$ cat src/rtl/ser2par_if.sv
// Handshake bundle between an upstream sample source, ser2par, and the downstream consumer.
// slave = packer side, master = environment driving samples and taking words.
interface ser2par_if #(
    parameter int DWIDTH  = 16,
    parameter int DDWIDTH = 32
);
    logic               req_in;
    logic               ack_in;
    logic [0:DWIDTH-1]  data_in;
    logic               req_out;
    logic               ack_out;
    logic [0:DDWIDTH-1] data_out;

    modport slave (
        output req_in,
        input  ack_in,
        input  data_in,
        output req_out,
        output data_out,
        input  ack_out
    );

    modport master (
        input  req_in,
        output ack_in,
        output data_in,
        input  req_out,
        input  data_out,
        output ack_out
    );
endinterface

$ cat src/rtl/ser2par.sv
// Packs consecutive DWIDTH-bit samples into DDWIDTH-bit pairs; 1-cycle latency from the second sample.
// Backpressure: two-sample staging behind a one-word output register; req_in drops only when both are full.
// Optional build macro: SER2PAR_SWAP_EN (first sample placed in the low half of data_out).
module ser2par #(
    parameter int DWIDTH  = 16,
    parameter int DDWIDTH = 32
) (
    input  logic     clk,
    input  logic     rst,
    ser2par_if.slave bus
);

    generate
        if (DDWIDTH != 2 * DWIDTH) begin : g_width_check
            $error("ser2par: DDWIDTH must equal 2*DWIDTH");
        end
    endgenerate

    localparam logic [1:0] EMPTY = 2'd0;
    localparam logic [1:0] HALF  = 2'd1;
    localparam logic [1:0] PAIR  = 2'd2;

    logic [1:0]         scnt;
    logic [0:DWIDTH-1]  stage0;
    logic [0:DWIDTH-1]  stage1;
    logic [0:DDWIDTH-1] out_word;
    logic               ov;

    logic in_fire;
    logic out_fire;
    logic slot_free;

    function automatic logic [0:DDWIDTH-1] pack(input logic [0:DWIDTH-1] first,
                                                 input logic [0:DWIDTH-1] second);
`ifdef SER2PAR_SWAP_EN
        return {second, first};
`else
        return {first, second};
`endif
    endfunction

    // Both requests come straight from registers so neither ack can loop back combinationally.
    assign bus.req_in   = !rst && (scnt != PAIR);
    assign bus.req_out  = ov;
    assign bus.data_out = out_word;

    assign in_fire   = bus.req_in && bus.ack_in;
    assign out_fire  = ov && bus.ack_out;
    assign slot_free = !ov || out_fire;

    always_ff @(posedge clk) begin
        if (rst) begin
            scnt     <= EMPTY;
            stage0   <= '0;
            stage1   <= '0;
            out_word <= '0;
            ov       <= 1'b0;
        end else begin
            // Taking the word frees the slot unless a new word is loaded below in the same cycle.
            if (out_fire) begin
                ov <= 1'b0;
            end
            case (scnt)
                EMPTY: begin
                    if (in_fire) begin
                        stage0 <= bus.data_in;
                        scnt   <= HALF;
                    end
                end
                HALF: begin
                    if (in_fire) begin
                        if (slot_free) begin
                            out_word <= pack(stage0, bus.data_in);
                            ov       <= 1'b1;
                            scnt     <= EMPTY;
                        end else begin
                            stage1 <= bus.data_in;
                            scnt   <= PAIR;
                        end
                    end
                end
                PAIR: begin
                    if (slot_free) begin
                        out_word <= pack(stage0, stage1);
                        ov       <= 1'b1;
                        scnt     <= EMPTY;
                    end
                end
                default: begin
                    scnt <= EMPTY;
                end
            endcase
        end
    end

endmodule

$ cat src/flat_wrapper.sv
// flat-port wrapper written by rule: the top's interface ports become plain ports
module ser2par_flat 
#(
    parameter int DWIDTH  = 16,
    parameter int DDWIDTH = 32
)
  (clk, rst, bus_req_in, bus_ack_in, bus_data_in, bus_req_out, bus_data_out, bus_ack_out);
  ser2par_if #(.DWIDTH(DWIDTH), .DDWIDTH(DDWIDTH)) bus_i ();
  input  logic clk;
  input  logic rst;
  output wire logic [$bits(bus_i.req_in)-1:0] bus_req_in;
  input wire logic [$bits(bus_i.ack_in)-1:0] bus_ack_in;
  input wire logic [$bits(bus_i.data_in)-1:0] bus_data_in;
  output wire logic [$bits(bus_i.req_out)-1:0] bus_req_out;
  output wire logic [$bits(bus_i.data_out)-1:0] bus_data_out;
  input wire logic [$bits(bus_i.ack_out)-1:0] bus_ack_out;
  assign bus_req_in = bus_i.req_in;
  assign bus_i.ack_in = bus_ack_in;
  assign bus_i.data_in = bus_data_in;
  assign bus_req_out = bus_i.req_out;
  assign bus_data_out = bus_i.data_out;
  assign bus_i.ack_out = bus_ack_out;
  ser2par #(.DWIDTH(DWIDTH), .DDWIDTH(DDWIDTH)) u_core (.clk(clk), .rst(rst), .bus(bus_i));
endmodule
$ cat config.mk
export PLATFORM = sky130hd
export DESIGN_NAME = ser2par_flat
export DESIGN_NICKNAME = d
export VERILOG_FILES = /design/src/rtl/ser2par_if.sv /design/src/rtl/ser2par.sv /design/src/flat_wrapper.sv
export SDC_FILE = /design/constraint.sdc
export NUM_CORES = 1
export LEC_CHECK = 0
export ABC_AREA = 1
export CORE_MARGIN = 2
export CORE_UTILIZATION = 45
export DETAILED_ROUTE_END_ITERATION = 10
export GPL_ROUTABILITY_DRIVEN = 0
export PLACE_DENSITY = 0.75
export SKIP_LAST_GASP = 1
export SYNTH_ARGS = -nofsm -noshare
export SYNTH_HDL_FRONTEND = slang
export SYNTH_SLANG_ARGS = --single-unit
$ cat constraint.sdc
create_clock -name clk -period 4.4 [get_ports clk]
set_clock_uncertainty 0.05 [all_clocks]
set_input_delay 1.32 -clock clk [delete_from_list [all_inputs] [get_ports clk]]
set_output_delay 1.32 -clock clk [all_outputs]
set_load 0.05 [all_outputs]
==> results of run 1 <==
[cell type report]
| type | count | area share |
|---|---|---|
| Clock buffer | 13 | 0.0438 |
| Clock inverter | 3 | 0.0117 |
| Inverter | 56 | 0.0545 |
| Multi-Input combinational cell | 317 | 0.359 |
| Sequential cell | 67 | 0.348 |
| Tap cell | 80 | 0.0260 |
| Timing Repair Buffer | 60 | 0.157 |
[cells by family after synthesis]
kind of cell	Yosys count
AOI/OAI and AO/OA	51
adders and majority gates	4
buffers and inverters	84
DFF	67
and+or+nand+nor	262
[stage by stage]
| stage | hold WS, ns | instances | instance area, µm² |
|---|---|---|---|
| 3_3_place_gp | 0.403 | 580 | 3640 |
| 4_1_cts | 0.417 | 596 | 3850 |
| 6_report | 0.416 | 596 | 3850 |
| 2_1_floorplan | 0.395 | 468 | 3110 |
| 5_1_grt | 0.434 | 596 | 3850 |
| 3_5_place_dp | 0.406 | 580 | 3640 |
[power breakdown]
group          leakage [nW]  total, mW  switching [mW]  internal, mW
Sequential            0.547      0.838          0.0786         0.759
Clock                 0.102      0.537           0.229         0.309
Combinational          1.09       1.51           0.986         0.523
Total                  1.74       2.88            1.29          1.59
[state kept, by name (all words and copies together) (netlist names)]
name	count
u_core.stage1	16
u_core.stage0	16
u_core.bus.data_out	32
u_core.scnt	2
u_core.bus.req_out	1
[worst max-delay path, delay by kind of cell]
kind	cells	cell delay [ns]
buffers and inverters	2	0.65
and+or+nand+nor	1	0.16
[layout by cell type (no fill, tap or decap), types with 4 or more instances in the layout]
master	instances
sky130_fd_sc_hd__a21oi_1	51
sky130_fd_sc_hd__ha_1	4
sky130_fd_sc_hd__dfxtp_1	67
sky130_fd_sc_hd__nand2_1	119
sky130_fd_sc_hd__clkbuf_8	12
sky130_fd_sc_hd__inv_1	54
sky130_fd_sc_hd__clkdlybuf4s50_1	52
sky130_fd_sc_hd__buf_4	6
sky130_fd_sc_hd__nor2_1	100
sky130_fd_sc_hd__nand3_1	35
[how the worst min path moves through the flow]
stage	startpoint	to	slack, ns	cells past startpoint
after detailed placement	u_core.stage0[14]	u_core.stage0[14]	0.41	2
after floorplan	u_core.stage0[0]	u_core.stage0[0]	0.40	2
after global placement	u_core.stage0[0]	u_core.stage0[0]	0.40	2
final	u_core.stage0[14]	u_core.stage0[14]	0.42	2
after global routing	u_core.stage0[9]	u_core.stage0[9]	0.43	2
after CTS	u_core.stage0[14]	u_core.stage0[14]	0.42	2
[metal layers]
metal,track usage,vias to the layer above,part of all wire
li1,-,1508,-
met1,0.246,1318,0.45
met2,0.325,66,0.49
met3,0.0341,12,0.041
met4,0.0839,0,0.020
met5,0,-,0
==> impl_summary.txt, run 1 <==
----------------------------------------------------
[Place]
  Port buffer count ... 53
  Post-Place Setup Slack ... 0.885 ns
  Final HPWL from detailed placement ... 4.50 mm

[Finish]
  Net count of the finished layout ... 535
  Area taken by multi-input logic gates ... 1380 µm²
  Layout cells sized above 1 ... 0.0620
  Final Util ... 0.570
  Area growth syn-to-layout ... 23.8%
  Number of antenna diodes ... 0
  Flip-flop and latch area ... 1340 µm²
  Filler cell count ... 634

[Critical path]
  Crit Reg-Reg Startpoint ... u_core.scnt[0]
  Crit-path slowest cell ... sky130_fd_sc_hd__clkdlybuf4s50_1
  End point of the critical path ... bus_req_in
  Worst Path Required ... 3.03 ns
  Worst-path cell chain ... clkdlybuf4s50_1 -> nor2_8 -> buf_12
  Path type of the worst setup path ... in2out
  Worst-path fanout max ... 3
  Delay of the slowest critical-path stage ... 0.50 ns
  Minimum setup slack among reg-to-reg paths ... 2.26 ns
  Count of cells along the worst register-to-register path ... 9
  Sort of element at the end of the critical path ... primary output
  Launch point of the critical path ... rst
  Data arrival time of the critical path ... 2.14 ns
  Worst reg2reg path endpoint ... u_core.bus.data_out[7]
  CP startpoint kind ... input port

[STA]
  Headroom to the max-slew limit ... 0.611
  Slew at the pin closest to its max-slew limit ... 0.582 ns
  Total negative slack for setup checks ... 0 ns
  Final Max Tran Viols ... 0
  Number of endpoints with negative hold slack in the final report ... 0
  Maximum frequency from static timing analysis ... 285 MHz
  Minimum clock period after layout ... 3.51 ns
  Final period util ... 0.797
  RSZ-0062 raised after global routing ... no
  Final setup violating endpoints ... 0
  Fin worst setup slack ... 0.894 ns

[Logic synthesis]
  Top area cells in the synthesized netlist ... sky130_fd_sc_hd__dfxtp_1 43%, sky130_fd_sc_hd__nand2_1 14%, sky130_fd_sc_hd__nor2_1 12%
  Number of register bits inferred by synthesis ... 67
  Net count after synthesis ... 492
  Mean Syn Cell Area ... 6.65 µm²
  Number of warning messages in the yosys log ... 0
  Basic-gate share of the synthesized area counting and, or, nand and nor cells ... 0.346
  Number of flops mapped to enable cells by yosys ... 0
  Most frequent cell after synthesis ... sky130_fd_sc_hd__nand2_1
  Compound-cell area share of the yosys netlist ... 0.0820
  Largest family of logic cells by synthesized area ... simple AND/OR/NAND/NOR gates
  Synth Instances ... 468
  Most common flop cell mapped by yosys ... sky130_fd_sc_hd__dfxtp_1
  Count of unique library cells instantiated by Yosys ... 20
  Post-synth ARST share ... 0
  Synth Area in XOR/XNOR ... 0
  Multiplexer fraction of the synthesized cell area ... 0
  Dominant cell type by area after synthesis ... sky130_fd_sc_hd__dfxtp_1
  Post-Synth Adder-Cell Area ... 0.0161
  Combined area of all synthesized cells ... 3110 µm²
  Synth cell count leaders ... 119 x sky130_fd_sc_hd__nand2_1, 100 x sky130_fd_sc_hd__nor2_1, 67 x sky130_fd_sc_hd__dfxtp_1
  Fraction of post-synthesis cell area in the top cell type by area ... 0.431
  Seq/Total Area, Yosys ... 0.431

[Floorplan]
  Area of the die ... 7600 µm²
  Core box area ... 6760 µm²
  Y dimension of the die ... 87.2 µm
  Die span in x ... 87.2 µm
  Number of rows created at floorplan ... 30
  Number of top-level design ports ... 54
  Initial standard-cell utilization of the core ... 0.461

[Power and ir drop]
  Static Leak ... 1.74 nW
  Pwr Total ... 2.88 mW
  Worst supply voltage drop on vdd ... 0.520 mV
  Power per cell area ... 749 nW/µm²

[Clock tree]
  Post-CTS setup repair buffer count ... 0
  Clock tree from TritonCTS ... built
  Clock tree root buffer cell ... sky130_fd_sc_hd__clkbuf_8
  Sinks on Clock Net ... 67
  Maximum level of the CTS H-tree ... 3
  CTS max path bufs ... 2
  Clock latency on the worst-skew pair ... 0.34 ns
  Clock-pin slew on the worst setup and hold paths ... 0.07 ns
  Hold Buf Count CTS ... 0
  Number of CTS-inserted buffers ... 9
  Total of cells resized after clock tree synthesis ... 0

[Route]
  WL/cell ... 11.2 µm
  Number of vias after detailed routing ... 2904
  Drt first-iter violations ... 154
  First-pass DRT Iterations ... 6
  DRC ... 0
  Number of vias per cell after detailed routing ... 4.87
  Wire length reported by the detailed router ... 6.65 mm
  Detail Route Antenna Nets ... 0

[GRT]
  Maximum number of pins on one net before global-route repair ... 65
  Global-route wire length before repair ... 11.7 mm
  Initial antenna violation count ... 0
  All-Layer GR Usage ... 0.194
  Number of global-route vias before repair ... 2560
  Global route overflow ... 0

[Flow run]
  Maxcap violations ... 0

[Status]
  Status ... finished clean

[Min path]
  Hold Path Class ... reg2reg

----------------------------------------------------
No activity file was read; power rests on OpenSTA's default activity.
==> run 2, diff against run 1 <==
==> constraint.sdc (replaced) <==
create_clock -name clk -period 3.3 [get_ports clk]
set_clock_uncertainty 0.05 [all_clocks]
set_input_delay 0.99 -clock clk [delete_from_list [all_inputs] [get_ports clk]]
set_output_delay 0.99 -clock clk [all_outputs]
set_load 0.05 [all_outputs]
==> impl_summary.txt, run 2 (synthesized netlist as in run 1, its figures left out) <==
----------------------------------------------------
[Route]
  DRC ... 0
  Drt first-iter violations ... 200
  Number of vias after detailed routing ... 2867
  Detail Route Antenna Nets ... 0
  First-pass DRT Iterations ... 7
  Number of vias per cell after detailed routing ... 4.82
  Wire length reported by the detailed router ... 6.93 mm
  WL/cell ... 11.7 µm

[Floorplan]
  Y dimension of the die ... 87.2 µm
  Initial standard-cell utilization of the core ... 0.461
  Number of rows created at floorplan ... 30
  Die span in x ... 87.2 µm
  Area of the die ... 7600 µm²
  Core box area ... 6760 µm²
  Number of top-level design ports ... 54

[Finish]
  Layout cells sized above 1 ... 0.0583
  Number of flip-flops in the largest register ... 32
  Leading cell type in the layout, fill and taps excluded ... sky130_fd_sc_hd__nand2_1
  Commonest cells after routing, fill and taps aside ... 119 x sky130_fd_sc_hd__nand2_1, 100 x sky130_fd_sc_hd__nor2_1, 67 x sky130_fd_sc_hd__dfxtp_1
  Net count of the finished layout ... 535
  Number of antenna diodes ... 0
  Area growth syn-to-layout ... 23.6%
  Final Util ... 0.569
  Non-Filler Instances ... 595
  Final std cell area, no fill ... 3850 µm²

[Clock tree]
  Clock tree from TritonCTS ... built
  CTS max path bufs ... 2
  Hold Buf Count CTS ... 0
  Post-CTS setup repair buffer count ... 0
  Clock tree root buffer cell ... sky130_fd_sc_hd__clkbuf_8
  Number of CTS-inserted buffers ... 9
  Sinks on Clock Net ... 67
  Clock latency on the worst-skew pair ... 0.34 ns
  Maximum level of the CTS H-tree ... 3
  Clock-pin slew on the worst setup and hold paths ... 0.07 ns
  Total of cells resized after clock tree synthesis ... 0

[STA]
  RSZ-0062 raised after global routing ... no
  Worst hold margin ... 0.417 ns
  Final setup violating endpoints ... 0
  Number of endpoints with negative hold slack in the final report ... 0
  Final period util ... 0.862
  Final Max Tran Viols ... 0
  Fin worst setup slack ... 0.454 ns
  Maximum frequency from static timing analysis ... 351 MHz
  Slew at the pin closest to its max-slew limit ... 0.541 ns
  Minimum clock period after layout ... 2.85 ns
  Headroom to the max-slew limit ... 0.638
  Total negative slack for setup checks ... 0 ns

[Power and ir drop]
  Static Leak ... 1.75 nW
  Power per cell area ... 999 nW/µm²
  Pwr Total ... 3.84 mW
  Worst supply voltage drop on vdd ... 0.798 mV

[Place]
  Area of placed instances ... 3650 µm²
  Post-Place Setup Slack ... 0.449 ns
  Final HPWL from detailed placement ... 4.55 mm
  Port buffer count ... 53
  Cell total after placement ... 580

[Critical path]
  Crit-path slowest cell ... sky130_fd_sc_hd__clkdlybuf4s50_1
  CP startpoint kind ... input port
  Sort of element at the end of the critical path ... primary output
  Worst Path Required ... 2.26 ns
  Worst-path cell chain ... clkdlybuf4s50_1 -> nor2_8 -> buf_12
  Combined buffer and inverter count along the critical path ... 2
  Path type of the worst setup path ... in2out
  CP top delay family ... buffers and inverters
  Data arrival time of the critical path ... 1.81 ns
  Worst-path fanout max ... 3
  Delay of the slowest critical-path stage ... 0.50 ns

[GRT]
  Global-route wire length before repair ... 11.8 mm
  Global route overflow ... 0
  All-Layer GR Usage ... 0.197
  Maximum number of pins on one net before global-route repair ... 65
  Initial antenna violation count ... 0
  Number of global-route vias before repair ... 2656

[Status]
  Status ... finished clean

[Flow run]
  Maxcap violations ... 0

[Min path]
  Hold Path Class ... reg2reg

----------------------------------------------------
## run 2: changes by cell type in the layout (fill, tap and decap cells not counted), sizes merged
cell / before / now
clkinv: 1 / 2
clkinvlp: 2 / 0
## run 2: worst min-delay path, cell delays in order (launching register included)
cell	delay (ns)
sky130_fd_sc_hd__dfxtp_1	0.31
sky130_fd_sc_hd__nand2_1	0.06
sky130_fd_sc_hd__a21oi_1	0.05
## run 2: cell type report
cell class,instances,area (µm²)
Fill cell,654,2910
Multi-Input combinational cell,317,1380
Sequential cell,67,1340
Timing Repair Buffer,60,618
Inverter,56,210
Clock buffer,13,159
Tap cell,80,100
Clock inverter,2,35.0
## run 2: per-layer routing
layer  global-route usage  wire (µm)  part of all wire  vias up
met5                    0          0                 0        -
met4               0.0755        121             0.017        0
met3               0.0398        266             0.038       10
met2                0.345       3380              0.49       63
met1                0.238       3170              0.46     1289
li1                     -          -                 -     1505
## run 2: final timing paths
kind / start / end / slack (ns) / cells after the start
min reg2reg: u_core.stage0[14] / u_core.stage0[14] / 0.42 / 2
max: rst / bus_req_in / 0.45 / 3
max reg2reg: u_core.scnt[0] / u_core.bus.data_out[19] / 1.24 / 9
min: u_core.stage0[14] / u_core.stage0[14] / 0.42 / 2
## run 2: report_power, final
group          internal (mW)  total, mW  switching (mW)
combinational          0.705       2.04            1.34
clock                  0.386      0.681           0.295
sequential              1.01       1.12           0.107
==> RTL edit: new RTL, config.mk and constraints of run 2 <==
The option `SER2PAR_SWAP_EN` is turned on by a define.
--- a/src/rtl/ser2par.sv
+++ b/src/rtl/ser2par.sv
@@ -1,6 +1,8 @@
 // Packs consecutive DWIDTH-bit samples into DDWIDTH-bit pairs; 1-cycle latency from the second sample.
 // Backpressure: two-sample staging behind a one-word output register; req_in drops only when both are full.
 // Optional build macro: SER2PAR_SWAP_EN (first sample placed in the low half of data_out).
+`define SER2PAR_SWAP_EN
+
 module ser2par #(
     parameter int DWIDTH  = 16,
     parameter int DDWIDTH = 32
Function: changed (a bounded check fails within 4 cycles, from zero or initial values and one cycle with rst high).
==> RTL edit against run 2 <==
Sequential power barely moved. Routed wire length decreased by 0.92%. Utilization is 0.19 points higher. Total power up 1.2%. Final area up 0.33%. Die area up 0.46%. Via count is 1.5% lower. Sequential cell count unchanged. Area after synthesis grew 0.48%. Register-to-register slack worse by 0.05 ns. Setup slack lost 0.027 ns. Critical path type unchanged.
==> RTL edit: results (changes against run 2) <==
TritonRoute pass-1 iters=4 (-3); Met2 Wirelength=3280 µm (-2.8%); Worst Path Arrival=1.83 ns (+0.02 ns); global-route wire length before repair=11,700 µm (-1.2%); post-CTS setup buffers=0 (unchanged); Post-layout nets=534 (-0.19%); clock root buffer=clkbuf_8; vias=2,823 (-1.5%); measured slew at the worst slew-check pin=0.520 ns (-0.0207 ns); Cell variety after synth=21 (+5.0%); hold crit path type=flop to flop; P_int=2.14 mW (+1.7%); CTS max path bufs=2 (unchanged); DRT met1 WL=3190 µm (+0.57%); leakage=1.75 nW (+0.23%); 1st-iter DRT viols=262 (+31%); Synth Area in Compound Gates=0.0816 (-0.000394); peak supply drop=0.000879 V (+10%); DR WL met3=312 µm (+17%); hpwl dp=4420 µm (-2.8%); outcome=complete, no violations; mean routed wirelength per cell=11.5 µm (-0.92%); All-Layer GR Usage=0.197 (-0.000301); Synth area leaders=dfxtp_1 43%, nand2_1 14%, nor2_1 12%; number of global-route vias before repair=2,495 (-6.1%); post-synthesis adder-cell area fraction=0.0160 (-0.0000772); n_diodes=0 (unchanged); Fillers=645 (-1.4%); register area share after synthesis=0.429 (-0.00207); Syn Nets=492 (unchanged); Hold Crit Start=u_core.stage0[2]; mux share of post-synthesis cell area=0 (unchanged)
## RTL edit: worst paths after layout
path	end	slack, ns
worst max register to register	u_core.bus.data_out[8]	1.19
worst min-delay path	u_core.stage0[2]	0.42
worst max-delay path	bus_req_in	0.43
worst min register to register	u_core.stage0[2]	0.42
## RTL edit: cell type report
type / count / area (µm²) / area share
multi-input combinational: 317 / 1390 / 0.360
sequential: 67 / 1340 / 0.348
timing repair buffer: 59 / 611 / 0.158
inverter: 56 / 210 / 0.0545
clock buffer: 11 / 131 / 0.0340
tap: 80 / 100 / 0.0259
clock inverter: 5 / 77.6 / 0.0201
## RTL edit: cells by family after synthesis
logic type / count (synthesis)
AOI/OAI and AO/OA: 51
adders and majority gates: 4
buffers and inverters: 84
DFF: 67
and+or+nand+nor: 262
## RTL edit: routing by layer
| metal | vias to the layer above | GRT usage |
|---|---|---|
| li1 | 1508 | - |
| met1 | 1250 | 0.258 |
| met2 | 56 | 0.309 |
| met3 | 9 | 0.0531 |
| met4 | 0 | 0.0755 |
| met5 | - | 0 |
## RTL edit: power groups by stage
stage          clock (mW)  sequential (mW)  combinational, mW
2_1_floorplan           0             1.67               1.01
3_3_place_gp            0             1.13               2.02
3_5_place_dp            0             1.13               2.04
4_1_cts             0.750             1.12               2.04
5_1_grt             0.796             1.14               2.23
6_report            0.740             1.12               2.03
## RTL edit: critical path, stage by stage
cell,delay (ns)
clkdlybuf4s50_1,0.51
nor2_8,0.18
buf_12,0.15
## RTL edit: stage by stage
step	power [mW]	setup slack (ns)	area, µm²	instances	hold WS, ns
floorplan	2.68	0.890	3130	468	0.395
global placement	3.15	0.439	3650	579	0.403
detailed placement	3.17	0.419	3650	579	0.408
CTS	3.90	0.417	3860	595	0.419
global route	4.16	0.388	3860	595	0.434
finish	3.89	0.427	3860	595	0.418
